<file path="src/rtl/fifo_pkg.sv">
// Shared types and default constants for the FIFO reader and its output buffer.
package fifo_pkg;

  localparam int unsigned DEF_WIDTH     = 32;
  localparam int unsigned DEF_BURST_LEN = 4;
  localparam int unsigned WS_W          = 16;
  localparam int unsigned OCC_W         = 2;

  typedef enum logic [1:0] {
    IDLE  = 2'd0,
    RUN   = 2'd1,
    DRAIN = 2'd2
  } state_e;

  // Width of a counter that spans 0..n-1 (at least one bit).
  function automatic int unsigned beat_width(input int unsigned n);
    return (n > 1) ? $clog2(n) : 1;
  endfunction

endpackage

</file>
<file path="src/rtl/fifo_reader_buf.sv">
// Two-entry in-order skid buffer between the upstream FIFO read data and the
// downstream stream port.
//   clk, reset : clock, synchronous active-high reset
//   i_push     : write i_data into the tail entry
//   i_pop      : retire the head entry
//   i_data     : word to store
//   o_occ      : number of stored words (0..2)
//   o_head     : oldest stored word
module fifo_reader_buf
  import fifo_pkg::*;
#(
  parameter int unsigned WIDTH = DEF_WIDTH
) (
  input  logic             clk,
  input  logic             reset,
  input  logic             i_push,
  input  logic             i_pop,
  input  logic [WIDTH-1:0] i_data,
  output logic [OCC_W-1:0] o_occ,
  output logic [WIDTH-1:0] o_head
);

  logic [WIDTH-1:0] r_mem [2];
  logic             r_head_ptr;
  logic [OCC_W-1:0] r_occ;
  logic             w_tail_ptr;

  // Tail sits next to the head once one word is stored.
  assign w_tail_ptr = r_head_ptr ^ r_occ[0];

  // Storage, head pointer and occupancy.
  always_ff @(posedge clk) begin
    if (reset) begin
      for (int i = 0; i < 2; i++) begin
        r_mem[i] <= '0;
      end
      r_head_ptr <= 1'b0;
      r_occ      <= '0;
    end else begin
      if (i_push) begin
        r_mem[w_tail_ptr] <= i_data;
      end
      if (i_pop) begin
        r_head_ptr <= ~r_head_ptr;
      end
      case ({i_push, i_pop})
        2'b10:   r_occ <= r_occ + OCC_W'(1);
        2'b01:   r_occ <= r_occ - OCC_W'(1);
        default: r_occ <= r_occ;
      endcase
    end
  end

  assign o_occ  = r_occ;
  assign o_head = r_mem[r_head_ptr];

endmodule

</file>
<file path="src/rtl/fifo_reader.sv">
// Pulls words from an upstream FIFO (one-cycle read latency) and presents
// them as a valid/ready stream with burst framing and a sent-word counter.
//   clk, reset   : clock, synchronous active-high reset
//   enable       : permit new FIFO reads
//   fifo_empty   : upstream empty flag
//   fifo_data    : upstream read data, valid the cycle after fifo_rd
//   fifo_rd      : upstream read strobe
//   m_valid/m_ready/m_data/m_last : downstream stream
//   busy         : FSM not idle
//   words_sent   : accepted beats, modulo 2^16
module fifo_reader
  import fifo_pkg::*;
#(
  parameter int unsigned WIDTH     = DEF_WIDTH,
  parameter int unsigned BURST_LEN = DEF_BURST_LEN
) (
  input  logic            clk,
  input  logic            reset,
  input  logic            enable,
  input  logic            fifo_empty,
  input  logic [WIDTH-1:0] fifo_data,
  output logic            fifo_rd,
  output logic            m_valid,
  input  logic            m_ready,
  output logic [WIDTH-1:0] m_data,
  output logic            m_last,
  output logic            busy,
  output logic [WS_W-1:0] words_sent
);

  localparam int unsigned     BEAT_W    = beat_width(BURST_LEN);
  localparam logic [BEAT_W-1:0] LAST_BEAT = BEAT_W'(BURST_LEN - 1);

  state_e           r_state;
  state_e           w_state_nxt;
  logic             r_in_flight;
  logic [BEAT_W-1:0] r_beat;
  logic [WS_W-1:0]  r_words_sent;
  logic [OCC_W-1:0] w_occ;
  logic [WIDTH-1:0] w_head;
  logic             w_pop;
  logic             w_room;
  logic [2:0]       w_pending;

  fifo_reader_buf #(
    .WIDTH (WIDTH)
  ) u_buf (
    .clk    (clk),
    .reset  (reset),
    .i_push (r_in_flight),
    .i_pop  (w_pop),
    .i_data (fifo_data),
    .o_occ  (w_occ),
    .o_head (w_head)
  );

  assign m_valid = (w_occ != '0);
  assign w_pop   = m_valid && m_ready;

  // occ + in_flight - pop < 2, rearranged so nothing underflows.
  assign w_pending = 3'(w_occ) + 3'(r_in_flight);
  assign w_room    = w_pending < (3'd2 + 3'(w_pop));

  // Next state and read strobe; reset blocks a read that would be discarded.
  always_comb begin
    w_state_nxt = r_state;
    fifo_rd     = 1'b0;
    case (r_state)
      IDLE: begin
        if (enable) w_state_nxt = RUN;
      end
      RUN: begin
        fifo_rd = !reset && !fifo_empty && w_room;
        if (!enable) w_state_nxt = DRAIN;
      end
      DRAIN: begin
        if (enable) begin
          w_state_nxt = RUN;
        end else if (!r_in_flight && (w_occ == '0)) begin
          w_state_nxt = IDLE;
        end
      end
      default: w_state_nxt = IDLE;
    endcase
  end

  // State, in-flight tracking, burst beat and sent-word counters.
  always_ff @(posedge clk) begin
    if (reset) begin
      r_state      <= IDLE;
      r_in_flight  <= 1'b0;
      r_beat       <= '0;
      r_words_sent <= '0;
    end else begin
      r_state     <= w_state_nxt;
      r_in_flight <= fifo_rd;
      if (w_pop) begin
        r_beat       <= (r_beat == LAST_BEAT) ? '0 : r_beat + BEAT_W'(1);
        r_words_sent <= r_words_sent + WS_W'(1);
      end
    end
  end

  assign m_data     = w_head;
  assign m_last     = m_valid && (r_beat == LAST_BEAT);
  assign busy       = (r_state != IDLE);
  assign words_sent = r_words_sent;

endmodule

</file>
<file path="config.mk">
export PLATFORM = sky130hd
export DESIGN_NAME = fifo_reader
export DESIGN_NICKNAME = d
export VERILOG_FILES = /design/src/rtl/fifo_pkg.sv /design/src/rtl/fifo_reader_buf.sv /design/src/rtl/fifo_reader.sv
export SDC_FILE = /design/constraint.sdc
export NUM_CORES = 1
export LEC_CHECK = 0
export BUFFER_PORTS_ARGS = -buffer_cell sky130_fd_sc_hd__buf_4
export CORE_AREA = 4 4 104 106
export DETAILED_ROUTE_END_ITERATION = 12
export DIE_AREA = 0 0 108 110
export SETUP_SLACK_MARGIN = 0.5
export SKIP_LAST_GASP = 1
export SYNTH_ARGS = -nofsm -noshare
export SYNTH_HDL_FRONTEND = slang
export SYNTH_SLANG_ARGS = --single-unit
export TNS_END_PERCENT = 100
</file>
<file path="constraint.sdc">
create_clock -name clk -period 2.6 [get_ports clk]
set_input_delay 0 -clock clk [delete_from_list [all_inputs] [get_ports clk]]
set_output_delay 0 -clock clk [all_outputs]
set_load 0.01 [all_outputs]
</file>
; ---- After elaboration in Yosys (flattened, before gate mapping)
; Memory sizes are Yosys's and may differ from the RTL's. A register that Yosys moved wholly into a read port is not among the register bits.
; Cells that the tools add are included.
[classes]
addsub = 6
multipliers = 0
div_mod_pow = 0
order_cmp = 1
n_eq_ne = 8
shifts = 0
n_mux = 18
n_bitwise = 2
reduce_logical = 15
[op_table]
columns = cell, count
row1 = two-way mux 32 bit, 1
row2 = OR reduction 32 bit, 1
row3 = "adder 16 x 1 -> 16 bit, second input constant", 1
row4 = two-way mux 1 bit, 10
row5 = two-way mux 2 bit, 5
row6 = "equality test 2 bit, second input constant", 3
row7 = one-hot mux 2 bit (3 select lines), 1
row8 = nonzero test 2 bit, 3
row9 = logical AND 1 bit, 5
row10 = "adder 2 x 1 -> 2 bit, second input constant", 2
row11 = "equality test 2 x 1 -> 1 bit, second input constant", 2
row12 = logical NOT 2 bit, 2
row13 = "!= test 2 bit, second input constant", 2
row14 = one-hot mux 2 bit (2 select lines), 1
row15 = adder 2 x 1 -> 3 bit, 1
row16 = "adder 2 x 1 -> 3 bit, first input constant", 1
row17 = logical NOT 1 bit, 3
row18 = less-than comparator 3 bit, 1
row19 = "!= test 3 bit, second input constant", 1
row20 = AND reduction 3 bit, 1
row21 = "subtractor 2 x 1 -> 2 bit, second input constant", 1
row22 = inverter 1 bit, 1
row23 = bitwise XOR 1 bit, 1
[word_totals]
ff_bits = 24
latch_bits = 0
ram_bits = 64
rom_bits = 0
in_bits = 37
output_inout_bits = 52
wordCells = 57
n_memories = 1
[memory_table]
columns = name, depth, width, rd, rd_ports_with_merged_regs, write_ports, line_no
row1 = u_buf.r_mem, 2, 32, 1, 1, 2, fifo_reader_buf.sv:23  ; logic [WIDTH-1:0] r_mem [2];

; ---- Logic depth before layout (Yosys ltp)
[logic_depth]
ltp_word = 6
ltp_mapped = 7
ltp_nobuf = 6

; ---- Hierarchy
; Synthesis repeated with hierarchy kept, for this count alone.
[unflattened]
hier_cells = 337
area_unflattened_um2 = 3918.8
[modules_own_cells]
columns = module, n_inst, cells_per_inst, area_each_um2, seq_area_each_um2
row1 = fifo_reader_buf, 1, 226, 2899.0, 2001.9
row2 = fifo_reader, 1, 111, 1019.7, 420.4

; ---- Worst setup path after synthesis
; OpenSTA, ideal clock, no wires.
[synth_path]
path_kind = register -> register
from = register u_buf.r_occ[0] (netlist: u_buf.o_occ[0])
to = register u_buf.r_occ[1] (netlist: u_buf.o_occ[1])
arrival_ns = 1.963
t_required_ns = 2.530
setup_slack_ns = 0.567
stages_incl_launch_ff = 7
n_path_buf = 1
cell_sequence = dfxtp_1 buf_2 o21ai_0 clkinv_1 ha_1 or3_1 a21oi_1
[synth_between]
elab_chain_cells = 4
word_cells_on_any_way = 8
[synth_rtl]
columns = element, line_no
row1 = start: declaration, fifo_reader_buf.sv:25  ; logic [OCC_W-1:0] r_occ;
row2 = start signal: assignment, fifo_reader_buf.sv:47  ; 2'b10: r_occ <= r_occ + OCC_W'(1);
row3 = start signal: assignment, fifo_reader_buf.sv:48  ; 2'b01: r_occ <= r_occ - OCC_W'(1);
row4 = start signal: assignment, fifo_reader_buf.sv:49  ; default: r_occ <= r_occ;
row5 = nonzero test 2 bit *, fifo_reader.sv:57  ; assign m_valid = (w_occ != '0);
row6 = logical AND 1 bit *, fifo_reader.sv:58  ; assign w_pop = m_valid && m_ready;
row7 = net u_buf.i_pop, fifo_reader_buf.sv:17  ; input logic i_pop,
row8 = equality test 2 x 1 -> 1 bit / equality test 2 bit (equally long branches), fifo_reader_buf.sv:46  ; case ({i_push, i_pop})
row9 = one-hot mux 2 bit (2 select lines) / nonzero test 2 bit (equally long branches), --
; Mark *: on every way through the listed nets, which the timed path passes. The rest lies on a longest branch.
; A chain may end at the register's enable or synchronous reset.

; ---- Worst setup path after layout
; Ends and elaborated chain as after synthesis.

==> parameters.txt <==
Parameter                              Value

Hold path
  Cell depth of the worst min-delay path    5
  Min-Delay Path Class    primary input to flip-flop
  Hold Path Origin    m_ready
  Worst Hold Endpoint    r_beat[1]

Floorplanning
  DIE WIDTH    108 microns
  Vertical die dimension    110 microns
  Top Ports    89
  Core area    9770 sq um
  Area enclosed by the die boundary    11900 sq um
  Row count    36
  Initial core utilization    40.0%

Routing
  Routed vias    2630
  Top sig layer    met4
  Routed met1 length    3.54 mm
  Met2 Wirelength    3.88 mm
  Number of nets with antenna violations after detailed routing    0
  DRC violations left    0
  Wire length on met3    558 microns
  Overall routed net length    8.05 mm
  Detailed Routing Iterations Pass 1    4
  Violation count after the first detailed-routing iteration    91
  Average wire per standard cell    14.1 microns
  Vias per std cell    4.61

Finish
  # fillers    857
  Area Growth Syn to Fin    35.0%
  Number of diodes added for antenna fixing    0
  Final-stage net count    475
  Fraction of layout cells with a size suffix above 1    34.5%
  Filler-free cell count of the finished design    571

Worst setup path
  Highest net fanout along the worst path    8
  Kind of start point of the critical path    flip-flop
  Type of the worst setup path    flip-flop to flip-flop
  Crit path arrival time    2.16 ns
  Critical Path Slowest Stage Cell    sky130_fd_sc_hd__dfxtp_1
  Kind of end point of the critical path    flip-flop
  Worst reg2reg startpoint    u_buf.o_occ[0]
  Required time of the critical path    2.88 ns
  CP Cell Sequence    o21ai_0 > buf_4 > clkinv_1 > ha_1 > or3_1 > a21oi_1
  Reg2Reg Setup Slack    0.72 ns
  Largest stage delay, worst path    0.40 ns
  Reg-to-reg endpoint    u_buf.o_occ[1]
  Depth of the most critical reg-to-reg path    6

Logic synthesis
  Post-Syn Nets    350
  Post-Syn Area per Cell    12.7 sq um
  Netlist Area Pre-Place    3910 sq um
  #FFs+latches synth    89
  Synthesis warning total    0
  Seq/Total Area, Yosys    62.0%
  Cell count after synthesis    308
  Synth unique cells    33

STA
  Max_slew headroom    46.2%
  Post-route fraction of the period consumed by the critical path    72.4%
  Upper clock frequency limit    531 MHz
  Hold Vio Cnt, Final    0
  Post-route clock skew    0.0131 ns
  Setup repair after global routing missed its margin    false
  Clock period minus worst slack    1.88 ns
  Worst-margin pin slew    0.807 ns
  Count of endpoints failing setup in the final report    0
  Final Slew Violations    0
  Setup tns final    0 ns

GRT
  Number of antenna violations at the first check in global routing    0
  Number of global-route vias before repair    2679
  Wire length of the first global-routing pass    12.5 mm
  Maximum number of pins on one net before global-route repair    33
  Global routing usage summed across all routing layers    13.8%
  Global-route congestion overflow total    0

Power
  Cell area power density    559 nW/um^2
  LEAKAGE    2.11 nW
  Worst supply voltage drop on vdd    0.000246 V

Clock tree
  Count of H-tree levels built during CTS    3
  Maximum number of buffers from clock root to sink    2
  Count of cells resized by post-cts repair    0
  Post-CTS setup repair buffer count    0
  Insertion delay to the later sink of the worst-skew pair    0.35 ns
  Clock-pin slew on the worst setup and hold paths    0.09 ns
  Clock Sinks    89
  Buffer cell driving the clock tree root    sky130_fd_sc_hd__clkbuf_8
  Number of buffers added by the clock tree synthesis step    9
  TritonCTS clock tree    built

Placement
  GP Congestion    0.780
  Number of placed instances with taps included    520
  Port buffer count    88
  Placed wire-length estimate after detailed placement    5.11 mm

Outcome
  Result of the run    finished, final reports clean

Job
  Number of max-cap violations    0
cells by family (layout without fill, tap and decap cells):
family                     after synthesis  after routing  synth area share, %
adders and majority gates                5              5                 1.60
AOI/OAI and AO/OA                       20             20                 3.01
buffers and inverters                   20            150                 2.18
and+or+nand+nor                        127            127                 18.6
muxes                                   33             33                 9.51
xor gates and xnor gates                14             14                 3.14
DFF                                     89             89                 62.0
power by group:
| group | total (mW) | switching, mW | leakage [nW] | internal (mW) |
|---|---|---|---|---|
| logic | 0.404 | 0.177 | 1.15 | 0.227 |
| registers | 1.60 | 0.0243 | 0.864 | 1.57 |
| clock network | 0.948 | 0.497 | 0.0943 | 0.451 |
cell usage after synthesis:
cell                        count  share of area (%)
sky130_fd_sc_hd__and2_1        67                 11
sky130_fd_sc_hd__o2111ai_1      1               0.22
sky130_fd_sc_hd__o211ai_1       1               0.19
sky130_fd_sc_hd__buf_2          2               0.26
sky130_fd_sc_hd__or2_2          5               0.80
sky130_fd_sc_hd__or3_1          3               0.48
sky130_fd_sc_hd__a21oi_1        8                1.0
sky130_fd_sc_hd__nor2b_1        3               0.48
sky130_fd_sc_hd__nand4_1        2               0.32
sky130_fd_sc_hd__nor2_1        19                1.8
sky130_fd_sc_hd__or4_1          1               0.19
sky130_fd_sc_hd__dfxtp_1       25                 13
sky130_fd_sc_hd__inv_1          5               0.48
sky130_fd_sc_hd__nand4_2        1               0.32
sky130_fd_sc_hd__nand2b_1       3               0.48
sky130_fd_sc_hd__nand2_1        9               0.86
sky130_fd_sc_hd__clkinv_1       1              0.096
sky130_fd_sc_hd__ha_1           5                1.6
sky130_fd_sc_hd__o31ai_1        1               0.19
sky130_fd_sc_hd__o21ai_0        6               0.77
sky130_fd_sc_hd__buf_6          1               0.29
sky130_fd_sc_hd__xnor2_1       10                2.2
sky130_fd_sc_hd__a31o_2         1               0.22
sky130_fd_sc_hd__mux2_2        33                9.5
sky130_fd_sc_hd__clkbuf_1       8               0.77
sky130_fd_sc_hd__nand3_1        3               0.38
sky130_fd_sc_hd__xor2_1         4               0.90
sky130_fd_sc_hd__nor4_1         4               0.64
sky130_fd_sc_hd__edfxtp_1      64                 49
sky130_fd_sc_hd__a211oi_1       2               0.38
sky130_fd_sc_hd__nor3_1         6               0.77
sky130_fd_sc_hd__or4_4          1               0.29
sky130_fd_sc_hd__buf_1          3               0.29
what timing repair did:
item | 4_1_cts | 5_1_grt
hold buffers | 35 | 0
hold endpoints to repair | 73 | 0
setup endpoints to repair | 0 | 0
worst max-delay path by stage:
stage / slack [ns] / from / cells past startpoint / endpoint
final: 0.72 / u_buf.o_occ[0] / 6 / u_buf.o_occ[1]
after global routing: 0.56 / u_buf.o_occ[0] / 6 / u_buf.o_occ[1]
after CTS: 0.71 / u_buf.o_occ[0] / 6 / u_buf.o_occ[1]
after detailed placement: 0.73 / u_buf.o_occ[0] / 6 / u_buf.o_occ[1]
after global placement: 0.76 / u_buf.o_occ[0] / 6 / u_buf.o_occ[1]
after floorplan: 0.57 / u_buf.o_occ[0] / 6 / u_buf.o_occ[1]
layout by cell type (no fill, tap or decap), drive strengths merged, types with 2 or more instances in the layout:
cell	netlist	layout
mux2	33	33
nor2	19	19
nor4	4	4
xnor2	10	10
nand2b	3	3
nor3	6	6
clkinv	1	2
or4	2	2
o21ai	6	6
nand3	3	3
clkbuf	8	9
buf	6	93
nor2b	3	3
a21oi	8	8
dlygate4sd3	0	35
or3	3	3
inv	5	8
or2	5	5
edfxtp	64	64
dfxtp	25	25
nand4	3	3
clkinvlp	0	2
ha	5	5
and2	67	67
nand2	9	9
a211oi	2	2
xor2	4	4
per-layer routing:
metal  up-vias  GRT usage [%]
met1      1224           16.6
li1       1324              -
met4         0           4.06
met5         -              0
met2        74           24.0
met3         8           4.25
critical path, delay by kind of cell, from the launching register on:
family / cells / cell delay, ns
adder cells (fa/ha/maj): 1 / 0.39
flip-flops: 1 / 0.40
AND/OR/NAND/NOR: 1 / 0.35
buffers and inverters: 2 / 0.37
AO/OA/AOI/OAI: 2 / 0.32
state kept, by name, indices dropped and copies added, names as in the netlist, named ones only:
name,flops
u_buf.o_occ,2
r_state,2
u_buf.r_mem,64
u_buf.r_head_ptr,1
r_in_flight,1
r_beat,2
words_sent,16
cell type report:
class | count | area [sq um] | area share (%)
inverter | 6 | 22.5 | 0.427
clock buffer | 9 | 124 | 2.35
tap | 133 | 166 | 3.15
clock inverter | 7 | 75.1 | 1.42
multi-input combinational | 199 | 1410 | 26.6
timing repair buffer | 128 | 1060 | 20.1
sequential | 89 | 2420 | 45.9
stage by stage:
step                      power (mW)  area, sq um  setup WS (ns)  util, %  hold slack, ns
after floorplan                 1.82         3910          0.567        -          0.0785
after global placement          2.00         4730          0.765     48.4           0.179
after detailed placement        2.00         4730          0.734     48.4           0.185
after CTS                       3.00         5280          0.709     54.0           0.102
after global routing            3.08         5280          0.557     54.0           0.150
final                           2.95         5280          0.717     54.0           0.121
Power figures use the tool's default switching activity.
